`src/rtl/mem_sys_pkg.sv`:
```
// Shared types and helpers for the cache system-port front end.
package mem_sys_pkg;

   typedef enum logic [1:0] {
      IDLE = 2'd0,
      BUSY = 2'd1,
      ERR  = 2'd2
   } state_e;

   localparam int MAX_PORTS = 16;
   localparam int MAX_PW    = 4;

   function automatic int bval_w(input int word_width);
      return word_width / 8;
   endfunction

   function automatic logic [MAX_PORTS-1:0] onehot(input logic [MAX_PW-1:0] idx);
      return MAX_PORTS'(1) << idx;
   endfunction

endpackage

```
`src/rtl/rr_arbiter.sv`:
```
// Combinational round-robin pick: first eligible port after rr_last, wrapping.
module rr_arbiter #(
   parameter int PORT_COUNT = 4,
   parameter int PORT_WIDTH = 2
) (
   input  logic [PORT_COUNT-1:0] elig,
   input  logic [PORT_WIDTH-1:0] rr_last,
   output logic [PORT_WIDTH-1:0] win,
   output logic                  win_vld
);

   always_comb begin
      logic [PORT_WIDTH-1:0] idx;
      idx     = '0;
      win     = '0;
      win_vld = 1'b0;
      // Walk the scan order backwards so the nearest eligible port lands last.
      for (int i = PORT_COUNT; i >= 1; i--) begin
         idx = PORT_WIDTH'((int'(rr_last) + i) % PORT_COUNT);
         if (elig[idx]) begin
            win     = idx;
            win_vld = 1'b1;
         end
      end
   end

endmodule

```
`src/rtl/cache_port_arbiter.sv`:
```
// Round-robin front end that shares the cache system port between PORT_COUNT requesters.
module cache_port_arbiter
   import mem_sys_pkg::*;
#(
   parameter  int ADDR_WIDTH     = 16,
   parameter  int WORD_WIDTH     = 32,
   parameter  int PORT_COUNT     = 4,
   parameter  int PORT_WIDTH     = 2,
   parameter  int TIMEOUT_CYCLES = 255,
   parameter  int TMO_WIDTH      = 8,
   localparam int BVAL_WIDTH     = bval_w(WORD_WIDTH)
) (
   input  logic                             cache_clk,
   input  logic                             rst,
   input  logic [PORT_COUNT*ADDR_WIDTH-1:0] port_addr,
   input  logic [PORT_COUNT*WORD_WIDTH-1:0] port_wdata,
   input  logic [PORT_COUNT*BVAL_WIDTH-1:0] port_bval,
   input  logic [PORT_COUNT-1:0]            port_rd,
   input  logic [PORT_COUNT-1:0]            port_wr,
   output logic [WORD_WIDTH-1:0]            port_rdata,
   output logic [PORT_COUNT-1:0]            port_ack,
   output logic                             port_err,
   output logic [ADDR_WIDTH-1:0]            cache_sys_addr,
   output logic [WORD_WIDTH-1:0]            cache_sys_wdata,
   output logic [BVAL_WIDTH-1:0]            cache_sys_bval,
   output logic                             cache_sys_rd,
   output logic                             cache_sys_wr,
   input  logic [WORD_WIDTH-1:0]            cache_sys_rdata,
   input  logic                             cache_sys_ack
);

   logic [PORT_COUNT-1:0][ADDR_WIDTH-1:0] addr_a;
   logic [PORT_COUNT-1:0][WORD_WIDTH-1:0] wdata_a;
   logic [PORT_COUNT-1:0][BVAL_WIDTH-1:0] bval_a;

   assign addr_a  = port_addr;
   assign wdata_a = port_wdata;
   assign bval_a  = port_bval;

   state_e                state_q, state_d;
   logic [PORT_WIDTH-1:0] rr_last_q, rr_last_d;
   logic [PORT_WIDTH-1:0] grant_q, grant_d;
   logic [PORT_COUNT-1:0] mask_q, mask_d;
   logic [TMO_WIDTH-1:0]  wdog_q, wdog_d;
   logic [ADDR_WIDTH-1:0] addr_q, addr_d;
   logic [WORD_WIDTH-1:0] wdata_q, wdata_d;
   logic [BVAL_WIDTH-1:0] bval_q, bval_d;
   logic                  sys_rd_q, sys_rd_d;
   logic                  sys_wr_q, sys_wr_d;
   logic [WORD_WIDTH-1:0] rdata_q, rdata_d;
   logic [PORT_COUNT-1:0] ack_q, ack_d;
   logic                  err_q, err_d;

   logic [PORT_COUNT-1:0] req, elig, grant_oh;
   logic [PORT_WIDTH-1:0] win;
   logic                  win_vld, win_illegal, wdog_expired;

   assign req          = port_rd | port_wr;
   assign elig         = req & ~mask_q;
   assign win_illegal  = port_rd[win] & port_wr[win];
   assign grant_oh     = PORT_COUNT'(onehot(MAX_PW'(grant_q)));
   assign wdog_expired = (TIMEOUT_CYCLES != 0) && (wdog_q == TMO_WIDTH'(TIMEOUT_CYCLES - 1));

   rr_arbiter #(
      .PORT_COUNT (PORT_COUNT),
      .PORT_WIDTH (PORT_WIDTH)
   ) u_rr (
      .elig    (elig),
      .rr_last (rr_last_q),
      .win     (win),
      .win_vld (win_vld)
   );

   always_ff @(posedge cache_clk) begin
      if (rst) begin
         state_q   <= IDLE;
         rr_last_q <= PORT_WIDTH'(PORT_COUNT - 1);
         grant_q   <= '0;
         mask_q    <= '0;
         wdog_q    <= '0;
         addr_q    <= '0;
         wdata_q   <= '0;
         bval_q    <= '0;
         sys_rd_q  <= 1'b0;
         sys_wr_q  <= 1'b0;
         rdata_q   <= '0;
         ack_q     <= '0;
         err_q     <= 1'b0;
      end else begin
         state_q   <= state_d;
         rr_last_q <= rr_last_d;
         grant_q   <= grant_d;
         mask_q    <= mask_d;
         wdog_q    <= wdog_d;
         addr_q    <= addr_d;
         wdata_q   <= wdata_d;
         bval_q    <= bval_d;
         sys_rd_q  <= sys_rd_d;
         sys_wr_q  <= sys_wr_d;
         rdata_q   <= rdata_d;
         ack_q     <= ack_d;
         err_q     <= err_d;
      end
   end

   always_comb begin
      state_d = state_q;
      case (state_q)
         IDLE:    if (win_vld) state_d = win_illegal ? ERR : BUSY;
         BUSY:    if (cache_sys_ack || wdog_expired) state_d = IDLE;
         ERR:     state_d = IDLE;
         default: state_d = IDLE;
      endcase
   end

   always_comb begin
      rr_last_d = rr_last_q;
      grant_d   = grant_q;
      mask_d    = '0;
      wdog_d    = wdog_q;
      addr_d    = addr_q;
      wdata_d   = wdata_q;
      bval_d    = bval_q;
      sys_rd_d  = sys_rd_q;
      sys_wr_d  = sys_wr_q;
      rdata_d   = rdata_q;
      ack_d     = '0;
      err_d     = 1'b0;
      case (state_q)
         IDLE: begin
            if (win_vld) begin
               rr_last_d = win;
               grant_d   = win;
               addr_d    = addr_a[win];
               wdata_d   = wdata_a[win];
               bval_d    = bval_a[win];
               sys_rd_d  = port_rd[win] & ~win_illegal;
               sys_wr_d  = port_wr[win] & ~win_illegal;
               wdog_d    = '0;
            end
         end
         BUSY: begin
            // A cache ack landing on the timeout cycle still completes normally.
            if (cache_sys_ack) begin
               rdata_d  = cache_sys_rdata;
               ack_d    = grant_oh;
               mask_d   = grant_oh;
               sys_rd_d = 1'b0;
               sys_wr_d = 1'b0;
            end else if (wdog_expired) begin
               ack_d    = grant_oh;
               err_d    = 1'b1;
               mask_d   = grant_oh;
               sys_rd_d = 1'b0;
               sys_wr_d = 1'b0;
            end else begin
               wdog_d = wdog_q + 1'b1;
            end
         end
         ERR: begin
            ack_d  = grant_oh;
            err_d  = 1'b1;
            mask_d = grant_oh;
         end
         default: ;
      endcase
   end

   assign port_rdata      = rdata_q;
   assign port_ack        = ack_q;
   assign port_err        = err_q;
   assign cache_sys_addr  = addr_q;
   assign cache_sys_wdata = wdata_q;
   assign cache_sys_bval  = bval_q;
   assign cache_sys_rd    = sys_rd_q;
   assign cache_sys_wr    = sys_wr_q;

endmodule

```
`config.mk`:
```
export PLATFORM = sky130hd
export DESIGN_NAME = cache_port_arbiter
export DESIGN_NICKNAME = d
export VERILOG_FILES = /design/src/rtl/mem_sys_pkg.sv /design/src/rtl/rr_arbiter.sv /design/src/rtl/cache_port_arbiter.sv
export SDC_FILE = /design/constraint.sdc
export NUM_CORES = 1
export LEC_CHECK = 0
export CAP_MARGIN = 20
export CORE_AREA = 2 2 133 135
export CTS_CLUSTER_DIAMETER = 150
export DETAILED_ROUTE_END_ITERATION = 10
export DIE_AREA = 0 0 135 137
export PLACE_DENSITY_LB_ADDON = 0.3
export SYNTH_ARGS = -nofsm -noshare
export SYNTH_HDL_FRONTEND = slang
export SYNTH_SLANG_ARGS = --single-unit
```
`constraint.sdc`:
```
create_clock -name cache_clk -period 4.4 [get_ports cache_clk]
set_input_delay 1.32 -clock cache_clk [delete_from_list [all_inputs] [get_ports cache_clk]]
set_output_delay 1.32 -clock cache_clk [all_outputs]
set_load 0.02 [all_outputs]
```
**After elaboration in Yosys (flattened, before gate mapping)**

Index checks and enable logic that the tools add are counted.

- Flip-flop bits (word level): 105
- Input port bits: 251
- Output and inout port bits: 91
- Word-level logic and storage cells: 92

- Add/sub/neg operators: 5
- Order comparisons: 5
- Eq/ne operators: 8
- Shifts and indexed selects: 1
- Multiplexer cells: 46
- Bitwise gates (word level): 7
- Reductions and logical operators: 8

Operators with widths:

| kind | count |
|---|---|
| $bmux 32 s2 | 1 |
| $bmux 16 s2 | 1 |
| $mux 32 | 1 |
| $mux 8 | 3 |
| $mux 1 | 16 |
| $mux 16 | 1 |
| $pmux 8 s2 | 1 |
| $lt 2x3->1 const B | 5 |
| $mux 2 | 7 |
| $bmux 1 s2 | 6 |
| $mux 4 | 3 |
| $add 8x1->8 const B | 1 |
| $bmux 4 s2 | 1 |
| $eq 8x8->1 const B | 1 |
| $pmux 4 s2 | 1 |
| $ne 2x2->1 const B | 3 |
| $pmux 1 s2 | 3 |
| $reduce_and 2->1 | 3 |
| $add 2x1->2 const B | 2 |
| $add 2x2->2 const B | 2 |
| $and 4x4->4 | 1 |
| $not 4->4 | 1 |
| $or 4x4->4 | 1 |
| $pmux 2 s2 | 1 |
| 12 further kinds | 14 |

**Longest topological paths before layout**

Gate-level depths: netlist (run 1).

- Depth in word-level cells: 15
- Depth in mapped cells: 9
- Depth with buffers taken out: 9

**By module**

A second synthesis (run 1) with hierarchy kept.

- Cells, all modules: 564
- Area, all modules: 5241.3 um2

Modules (own cells, without submodules):

| module | instances | cells each | area each (um2) | sequential area each (um2) |
|---|---|---|---|---|
| cache_port_arbiter | 1 | 550 | 5149.9 | 2102.0 |
| rr_arbiter | 1 | 14 | 91.3 | 0.0 |

**Worst setup path before layout (run 1)**

No wires, ideal clock.

- Path type: input to register
- Start: input port port_rd[1]
- End: register addr_q[0], in the netlist cache_sys_addr[0]
- Library setup time: 117 ps
- Arrival time: 3081 ps
- Required time: 4283 ps
- Slack: 1202 ps
- Stages on the path: 8
- Buffers on the path: 2
- Cells stage by stage: nor2_1 > nor3_4 > a221oi_2 > and2_4 > buf_12 > buf_12 > mux4_2 > a22o_1

- Longest elaborated chain between the ends: 10
- Elaborated cells between the ends (all ways): 21
- Those cells by class: mux: 18; bitwise: 2; reduce/logical: 1

RTL lines:

| element | line | RTL |
|---|---|---|
| from (decl) | cache_port_arbiter.sv:18 | `input logic [PORT_COUNT-1:0] port_rd,` |
| $or 4x4->4 (*) | cache_port_arbiter.sv:58 | `assign req = port_rd \| port_wr;` |
| $and 4x4->4 (*) | cache_port_arbiter.sv:59 | `assign elig = req & ~mask_q;` |
| $bmux 1 s2 | rr_arbiter.sv:20 | `if (elig[idx]) begin` |
| $mux 1 (implied by the code) | rr_arbiter.sv:20 |  |
| $mux 2 (4 in a row) | rr_arbiter.sv:20 |  |
| $bmux 16 s2 | cache_port_arbiter.sv:134 | `addr_d = addr_a[win];` |
| $mux 16 (implied by the code) | cache_port_arbiter.sv:134 |  |
| to (signal assigned) | cache_port_arbiter.sv:95 | `addr_q <= addr_d;` |
| to (decl) | cache_port_arbiter.sv:45 | `logic [ADDR_WIDTH-1:0] addr_q, addr_d;` |

Every way passes the cells marked *; elsewhere a longest branch is shown, timed or not. The select of a mux whose other input is x is not followed.
A chain may end at the register's enable or synchronous reset.

**Worst setup path after layout (run 1)**

- Start: input port port_rd[0]
- End: register addr_q[14], in the netlist cache_sys_addr[14]

The elaborated chain is that of the path after synthesis.

==> results of run 1 <==
[through the flow]
stage | cell area, sq um | cells | hold slack (ps)
finish | 8980 | 1011 | 457
global placement | 8680 | 992 | 442
detailed placement | 8680 | 992 | 448
global route | 8980 | 1011 | 475
CTS | 8960 | 1008 | 457
floorplan | 5160 | 453 | 430
[metal layers]
layer  vias to the layer above  GRT usage (%)
li1                       2364              -
met4                         0           6.37
met3                        21           7.89
met1                      2480           23.4
met2                       225           38.8
met5                         -              0
[sequential cells by signal, indices dropped and copies added (netlist names)]
signal / count
cache_sys_addr: 16
cache_sys_bval: 4
cache_sys_rd: 1
cache_sys_wdata: 32
cache_sys_wr: 1
grant_q: 2
port_ack: 4
port_err: 1
port_rdata: 32
rr_last_q: 2
state_q: 2
wdog_q: 8
[layout make-up]
class,instances,area share [%]
timing repair buffer,351,39.3
clock buffer,10,2.55
clock inverter,6,0.571
sequential,105,23.4
tap,225,3.14
multi-input combinational,307,30.7
inverter,5,0.209
antenna,2,0.0557
[how the worst min path moves through the flow]
stage,from,to,cells past startpoint
after floorplan,grant_q[1]$_SDFFE_PP0P_,port_ack[1]$_SDFF_PP0_,1
after global placement,port_rdata[1]$_SDFFE_PP0P_,port_rdata[1]$_SDFFE_PP0P_,2
after detailed placement,port_rdata[14]$_SDFFE_PP0P_,port_rdata[14]$_SDFFE_PP0P_,2
after CTS,port_rdata[0]$_SDFFE_PP0P_,port_rdata[0]$_SDFFE_PP0P_,2
after global routing,port_rdata[0]$_SDFFE_PP0P_,port_rdata[0]$_SDFFE_PP0P_,2
final,port_rdata[14]$_SDFFE_PP0P_,port_rdata[14]$_SDFFE_PP0P_,2
[cell families after synthesis]
family	synth area share [%]
buf+inv	6.06
xor+xnor	0.848
fa+ha+maj	1.21
simple gates	10.8
mux	23.1
compound gates	17.2
flops	40.7
[synthesized netlist by cell type (2+ instances only)]
master	n	share of area [%]
nor3b_1	3	0.44
nand3_1	2	0.19
clkbuf_1	14	1.0
o21a_1	3	0.44
o21bai_1	2	0.29
nand2_1	74	5.4
nor2_2	2	0.24
and3_1	2	0.24
buf_2	4	0.39
ha_1	5	1.2
o21bai_2	2	0.44
nor2b_1	2	0.24
dlygate4sd1_1	8	1.4
buf_12	6	2.3
nand4_1	5	0.61
a21oi_1	38	3.7
mux4_2	52	23
buf_1	2	0.15
inv_1	5	0.36
nor2_1	20	1.5
o21ai_1	5	0.48
a22o_1	52	8.8
or3_1	2	0.24
dfxtp_1	105	41
xor2_1	4	0.68
nand2b_1	4	0.48
[power breakdown]
| part | total [W] | leakage, nW | internal [W] | switching (W) |
|---|---|---|---|---|
| logic | 0.00266 | 2.28 | 0.00143 | 0.00123 |
| registers | 0.00135 | 0.862 | 0.00120 | 0.000154 |
| clock network | 0.000782 | 0.139 | 0.000393 | 0.000389 |
| total | 0.00480 | 3.28 | 0.00303 | 0.00177 |
[worst max-delay path, stage by stage]
cell and delay [ps]:
clkdlybuf4s50_1 530, o21ba_4 200, nor3_4 60, a221oi_2 390, and2_4 360, buf_12 210
mux4_2 510, a22o_1 250
==> results by group, run 1 <==
Timing
  • Hold Vio Cnt, Final: 0
  • Unrepaired setup endpoints after global routing: no
  • Setup TNS: 0 ps
  • Setup Skew: 10.1 ps
  • Worst Slack Setup Final: 791 ps
  • Max transition margin: between 30 and 40%
  • Max-slew violation count: 0
  • Fmax: around 0.28 GHz
  • Share of the clock period used by the worst path: slightly above 80%
  • Final Critical Period: between 3000 and 4000 ps
  • Worst-Margin Slew: between 1000 and 1500 ps
  • Setup-failing EPs final: 0

Routing
  • Met3 Wirelength: about 2.0 mm
  • Wire length per cell: 20.0 um
  • Drt pass-1 iters: 4
  • DR vias: roughly 5100
  • DR WL met2: approximately 10 mm
  • Met1 WL: around 7.5 mm
  • Routed WL: around 20 mm
  • Highest metal used: met4
  • Detail Route Antenna Nets: 0
  • Vias per std cell: between 5 and 6
  • 1st-iter DRT viols: 195
  • DR DRC count: 0

Setup path
  • Worst Setup EP: cache_sys_addr[14]$_SDFFE_PP0P_
  • CP Capture Type: register
  • Worst Path Class, Setup: input pin to register
  • R2r setup slk: approximately 1900 ps
  • WP data arrival: 3850 ps
  • CP Max Fanout: 16
  • Critical path launch point type: input pin
  • Cell depth of the worst flop-to-flop path: 6
  • Worst Setup SP: port_rd[0]
  • Worst EP required: around 4600 ps
  • FF-to-FF Start: port_ack[1]$_SDFF_PP0_
  • RR Endpoint: cache_sys_addr[14]$_SDFFE_PP0P_

Logic synthesis
  • EDFF count, synth: 0
  • Most common flop cell mapped by yosys: dfxtp_1
  • Syn nets: 709
  • FF+latch count, synth: roughly 110
  • Ys Warns: 0
  • Post-synthesis sequential area ratio: 40.7%
  • Library cells used by synthesis: between 50 and 60
  • Syn_area_per_cell: about 11 sq um
  • Post-Syn Area: between 0.005 and 0.006 sq mm
  • Cells after Synth: between 400 and 500
  • Ys async rst share: 0%

Clock network
  • Maximum clock path buffer count: 2
  • H-tree Lvls: 3
  • CTS tree: done
  • # Post-CTS Setup Buffers: 0
  • Skew-Pair Late Insertion Delay: 360 ps
  • Post-CTS Resized: 0
  • CTS Sinks: roughly 110
  • CTS root buffer: clkbuf_16
  • Clock Pin Slew Worst Setup and Hold Paths: about 80 ps
  • Hold_buf cts: 0
  • TritonCTS buffer count: 9

Layout
  • Post-Route Utilization: 52.6%
  • Commonest cells after routing, fill and taps aside: 341 x clkdlybuf4s50_1, 105 x dfxtp_1, 74 x nand2_1
  • Area of the multi-input gates: ~0.0028 sq mm
  • Fillers: between 1000 and 1500
  • Area Overhead vs Synth: 73.9%
  • Most common cell after layout, fill and taps aside: clkdlybuf4s50_1
  • Sequential Area: approximately 0.0021 sq mm
  • Ratio of cells with drive above 1 in the final layout: a little under an eighth
  • Layout net count: 1035

Die
  • Die height: ~140 um
  • Die ar.: ~0.018 sq mm
  • Starting Density: 30.3%
  • Die X: 135 um
  • I/O pin cnt: roughly 340
  • Rows: 48
  • Core area: between 0.015 and 0.02 sq mm

GRT
  • Vias in the first global route: about 5300
  • First-pass GRT wire length: between 30 and 40 mm
  • Total global routing overflow: 0
  • Total track usage: between 20 and 25%
  • Largest net degree at the start of global routing: 37
  • Initial antenna violation count: 1

Place
  • Final HPWL DP: between 15 and 20 mm
  • Pre-CTS WS: around 410 ps
  • I/O Buffers: ~340
  • Placer Congestion: between 0.9 and 1

Flow run
  • Maxcap violations: 0

Pwr
  • PwrDens: 534 mW/mm^2
  • Final Power: ~0.0048 W
  • Leakage power total: roughly 3.3 nW
  • Max VDD drop: between 0.2 and 0.3 mV

Outcome
  • Status: complete, no violations

Min path
  • Hold Crit Class: register to register
(Power assumes the default switching activity.)
==> run 2: changes to the inputs <==
Settings changed: CORE_AREA 2 2 133 135 to 2 2 134 136, DIE_AREA 0 0 135 137 to 0 0 136 138.
Clock period 4.4 ns to 3.75 ns, I/O delays scaled along.
==> run 2 against run 1 <==
- register-to-register slack lost 480 ps
- critical path type unchanged
- routed wire length shrank 1.6%
- sequential power grew 19%
==> results by group, run 2 (synthesis gave the netlist of run 1 again) <==
Setup path
  • Critical-path top delay cell: mux4_2
  • WP data arrival: about 3500 ps
  • R2r setup slk: 1400 ps
  • Worst Setup SP: port_rd[1]
  • Critical path launch point type: input pin
  • CP Capture Type: register
  • CP Max Fanout: 18
  • Worst path cell trace: clkdlybuf4s50_1 -> nor2_1 -> nor3_4 -> a221oi_2 -> and2_4 -> buf_12 -> mux4_2 -> a22o_1
  • Slowest stage delay, CP: about 520 ps
  • FF-to-FF Start: port_ack[1]$_SDFF_PP0_
  • Worst Path Class, Setup: input pin to register
  • Worst EP required: 3990 ps

Timing
  • Setup-failing EPs final: 0
  • Unrepaired setup endpoints after global routing: no
  • Setup Skew: about 13 ps
  • Max transition margin: about 30%
  • Worst hold slack: 456 ps
  • Setup TNS: 0 ps
  • Fmax: 0.309 GHz
  • Final Critical Period: 3240 ps
  • Hold Vio Cnt, Final: 0
  • Worst-Margin Slew: ~1000 ps
  • Share of the clock period used by the worst path: around 86%
  • Max-slew violation count: 0
  • Worst Slack Setup Final: 509 ps

GRT
  • First-pass GRT wire length: 29.8 mm
  • Vias in the first global route: around 5400
  • Largest net degree at the start of global routing: 55
  • Initial antenna violation count: 3
  • Total global routing overflow: 0
  • Total track usage: 20.5%

Pwr
  • Final Power: 0.00581 W
  • Leakage power total: 3.32 nW
  • Max VDD drop: roughly 0.33 mV
  • PwrDens: 639 mW/mm^2

Layout
  • Fillers: 1544
  • Sequential Area: between 0.002 and 0.0025 sq mm
  • Most common cell after layout, fill and taps aside: clkdlybuf4s50_1
  • Commonest cells after routing, fill and taps aside: 341 x clkdlybuf4s50_1, 105 x dfxtp_1, 74 x nand2_1
  • Layout net count: 1039
  • Area Overhead vs Synth: 76.0%
  • Area of the multi-input gates: ~0.0028 sq mm
  • Ratio of cells with drive above 1 in the final layout: between 10% and 20%
  • Post-Route Utilization: about half

Die
  • Die X: around 140 um
  • Rows: slightly below 50
  • Die ar.: ~0.019 sq mm
  • Starting Density: ~29%
  • I/O pin cnt: between 300 and 400
  • Core area: around 0.018 sq mm
  • Die height: between 100 and 150 um

Min path
  • Hold Crit Class: register to register
  • Min-delay src: port_rdata[6]$_SDFFE_PP0P_

Clock network
  • Maximum clock path buffer count: 2
  • TritonCTS buffer count: 9
  • Clock Pin Slew Worst Setup and Hold Paths: approximately 80 ps
  • Skew-Pair Late Insertion Delay: between 300 and 400 ps
  • Post-CTS Resized: 0
  • H-tree Lvls: 3
  • Hold_buf cts: 0
  • CTS root buffer: clkbuf_16
  • # Post-CTS Setup Buffers: 0
  • CTS Sinks: around 110
  • CTS tree: done

Routing
  • Routed WL: between 15 and 20 mm
  • DR DRC count: 0
  • DR vias: slightly above 5000
  • Detail Route Antenna Nets: 0
  • Wire length per cell: between 15 and 20 um
  • Vias per std cell: ~5
  • 1st-iter DRT viols: roughly 260
  • Drt pass-1 iters: 4

Place
  • Placer Congestion: 0.837
  • I/O Buffers: 341
  • Pre-CTS WS: roughly 140 ps
  • Final HPWL DP: 15.4 mm

Flow run
  • Maxcap violations: 0

Outcome
  • Status: complete, no violations
## run 2: changes by cell type in the layout (fill, tap and decap cells not counted), sizes merged
| cell | change |
|---|---|
| buf | +4 |
| clkbuf | -1 |
| diode | +1 |
| inv | +1 |
## run 2: power breakdown
group,internal (W),switching (W)
sequential,0.00141,0.000186
clock,0.000485,0.000527
combinational,0.00174,0.00145
total,0.00364,0.00217
## run 2: final timing paths
| kind | endpoint | cells past startpoint |
|---|---|---|
| setup reg to reg | cache_sys_wdata[7]$_SDFFE_PP0P_ | 6 |
| setup / recovery | cache_sys_wdata[7]$_SDFFE_PP0P_ | 8 |
| hold / removal | port_rdata[6]$_SDFFE_PP0P_ | 2 |
| hold reg to reg | port_rdata[6]$_SDFFE_PP0P_ | 2 |
## run 2: worst max-delay path: cells and delay by family
| family | cells | cell delay (ps) |
|---|---|---|
| simple gates | 3 | 690 |
| compound gates | 2 | 470 |
| buf+inv | 2 | 680 |
| mux | 1 | 520 |
## run 2: layer usage
metal	vias up	share of wire [%]	routed length, um	global-route usage [%]
li1	2381	-	-	-
met1	2522	37	7380	23.1
met2	234	51	10000	35.3
met3	37	9.3	1850	7.15
met4	0	3.0	603	8.06
met5	-	0	0	0
## run 2: area by class of cell
type                    instances  area share, %
repair buffers                355           39.6
multi-input cells             307           30.4
flip-flops and latches        105           23.1
well taps                     229           3.15
clock buffers                   9           2.48
clock inverters                 7           1.01
inverters                       5          0.207
diodes                          3         0.0826
## run 2: metrics by stage
stage               std cells  cell area (sq um)
global route             1020               9080
global placement         1001               8760
CTS                      1017               9080
detailed placement       1001               8760
floorplan                 453               5160
finish                   1020               9080
==> run 3: changes to the inputs <==
Settings changed: CTS_CLUSTER_SIZE from default to 30, GPL_TIMING_DRIVEN from default to 1.
Clock period 3.75 ns to 3.4 ns, I/O delays scaled along.
==> run 3 against run 2 <==
- clock-buffer cell count is the same
- combinational power grew 8.7%
- clock skew shrank 5.4 ps
- global-route usage shrank 0.22 points
- routed wire length shrank 1.9%
- via count shrank 0.93%
- sequential share of layout area is essentially flat
- cell count grew 0.69%
- cell area shrank 0.17%
==> results by group, run 3 (synthesis gave the netlist of run 1 again) <==
GRT
  • Largest net degree at the start of global routing: 53
  • Total global routing overflow: 0
  • Vias in the first global route: 5444
  • Initial antenna violation count: 5
  • Total track usage: about 20%
  • First-pass GRT wire length: approximately 30 mm

Pwr
  • Max VDD drop: between 0.3 and 0.4 mV
  • Leakage power total: 3.32 nW
  • PwrDens: 694 mW/mm^2

Min path
  • Min-delay src: port_rdata[10]$_SDFFE_PP0P_
  • Hold Path Cell Cnt: 2
  • Hold Crit Class: register to register
  • Worst Hold End: port_rdata[10]$_SDFFE_PP0P_

Routing
  • DR DRC count: 0
  • Highest metal used: met4
  • Met1 WL: between 7 and 8 mm
  • DR vias: 5126
  • Met3 Wirelength: roughly 1.9 mm
  • Detail Route Antenna Nets: 0
  • Drt pass-1 iters: 4
  • Vias per std cell: ~5.0
  • 1st-iter DRT viols: 243
  • DR WL met2: ~10 mm
  • Routed WL: between 15 and 20 mm
  • Wire length per cell: between 15 and 20 um

Setup path
  • Worst EP required: roughly 3600 ps
  • R2r setup slk: between 1000 and 1500 ps
  • RR Endpoint: cache_sys_wdata[15]$_SDFFE_PP0P_
  • CP Max Fanout: 25
  • Worst Path Class, Setup: input pin to register
  • WP data arrival: roughly 3300 ps
  • FF-to-FF Start: port_ack[1]$_SDFF_PP0_
  • CP Capture Type: register
  • Worst Setup SP: port_rd[1]
  • Critical path launch point type: input pin
  • Cell depth of the worst flop-to-flop path: 6

Place
  • Final HPWL DP: 15.3 mm
  • I/O Buffers: approximately 340
  • Placer Congestion: between 0.9 and 1

Flow run
  • Maxcap violations: 0

Clock network
  • # Post-CTS Setup Buffers: 0
  • Post-CTS Resized: 0
  • CTS tree: done
  • Hold_buf cts: 0
  • TritonCTS buffer count: 9
  • Clock Pin Slew Worst Setup and Hold Paths: around 80 ps
  • H-tree Lvls: 3
  • CTS Sinks: ~110
  • CTS root buffer: clkbuf_16
  • Maximum clock path buffer count: 2
  • Skew-Pair Late Insertion Delay: between 300 and 400 ps

Die
  • Die ar.: ~0.019 sq mm
  • I/O pin cnt: around 340
  • Die height: between 100 and 150 um
  • Die X: between 100 and 150 um
  • Core area: between 0.015 and 0.02 sq mm
  • Rows: between 40 and 50
  • Starting Density: between 20 and 30%

Timing
  • Max-slew violation count: 0
  • Max transition margin: 44.0%
  • Fmax: 0.327 GHz
  • Unrepaired setup endpoints after global routing: no
  • Hold Vio Cnt, Final: 0
  • Share of the clock period used by the worst path: about nine tenths
  • Setup-failing EPs final: 0
  • Setup TNS: 0 ps
  • Setup Skew: about 7.4 ps
  • Final Critical Period: a little over 3000 ps
  • Worst-Margin Slew: roughly 840 ps

Outcome
  • Status: complete, no violations

Layout
  • Ratio of cells with drive above 1 in the final layout: 12.6%
  • Layout net count: 1044
  • Most common cell after layout, fill and taps aside: clkdlybuf4s50_1
  • Post-Route Utilization: 51.7%
  • Commonest cells after routing, fill and taps aside: 341 x clkdlybuf4s50_1, 105 x dfxtp_1, 74 x nand2_1
  • Area Overhead vs Synth: 75.7%
[run 3: worst max path at each step]
stage                                       endpoint  slack (ps)  depth (start not counted)
detailed placement  cache_sys_wdata[15]$_SDFFE_PP0P_         -30                          8
floorplan             cache_sys_addr[0]$_SDFFE_PP0P_         500                          8
finish              cache_sys_wdata[15]$_SDFFE_PP0P_         340                          8
global route        cache_sys_wdata[12]$_SDFFE_PP0P_         210                          8
CTS                 cache_sys_wdata[15]$_SDFFE_PP0P_         340                          8
global placement    cache_sys_wdata[12]$_SDFFE_PP0P_          20                          8
[run 3: area by class of cell]
type / instances / area (sq um)
diodes: 5 / 12.5
well taps: 229 / 287
clock inverters: 7 / 71.3
clock buffers: 9 / 225
fillers: 1552 / 8470
flip-flops and latches: 105 / 2100
multi-input cells: 307 / 2760
repair buffers: 360 / 3590
inverters: 5 / 18.8
[run 3: metal layers]
metal / GRT usage [%] / vias to the layer above
met5: 0 / -
met4: 8.83 / 0
met3: 7.52 / 41
met2: 35.8 / 234
met1: 21.5 / 2464
li1: - / 2387
[run 3: power by group]
group          internal [W]  switching, W
Clock              0.000520      0.000524
Sequential          0.00155      0.000209
Combinational       0.00190       0.00158
[run 3: worst max-delay path, cell delays in order]
cell	delay (ps)
clkdlybuf4s50_1	430
nor2_1	250
nor3_4	80
a221oi_2	270
and2_4	260
buf_12	230
mux4_2	540
a22o_1	190
[run 3: through the flow]
stage,instance area [sq um],power [W],hold slack (ps),instances,setup slack (ps)
after CTS,9060,0.00636,457,1022,345
after detailed placement,8760,0.00529,448,1006,-30.6
after global placement,8760,0.00520,442,1006,17.6
after floorplan,5160,0.00411,430,453,502
after global routing,9070,0.00668,475,1027,212
final,9070,0.00629,456,1027,343
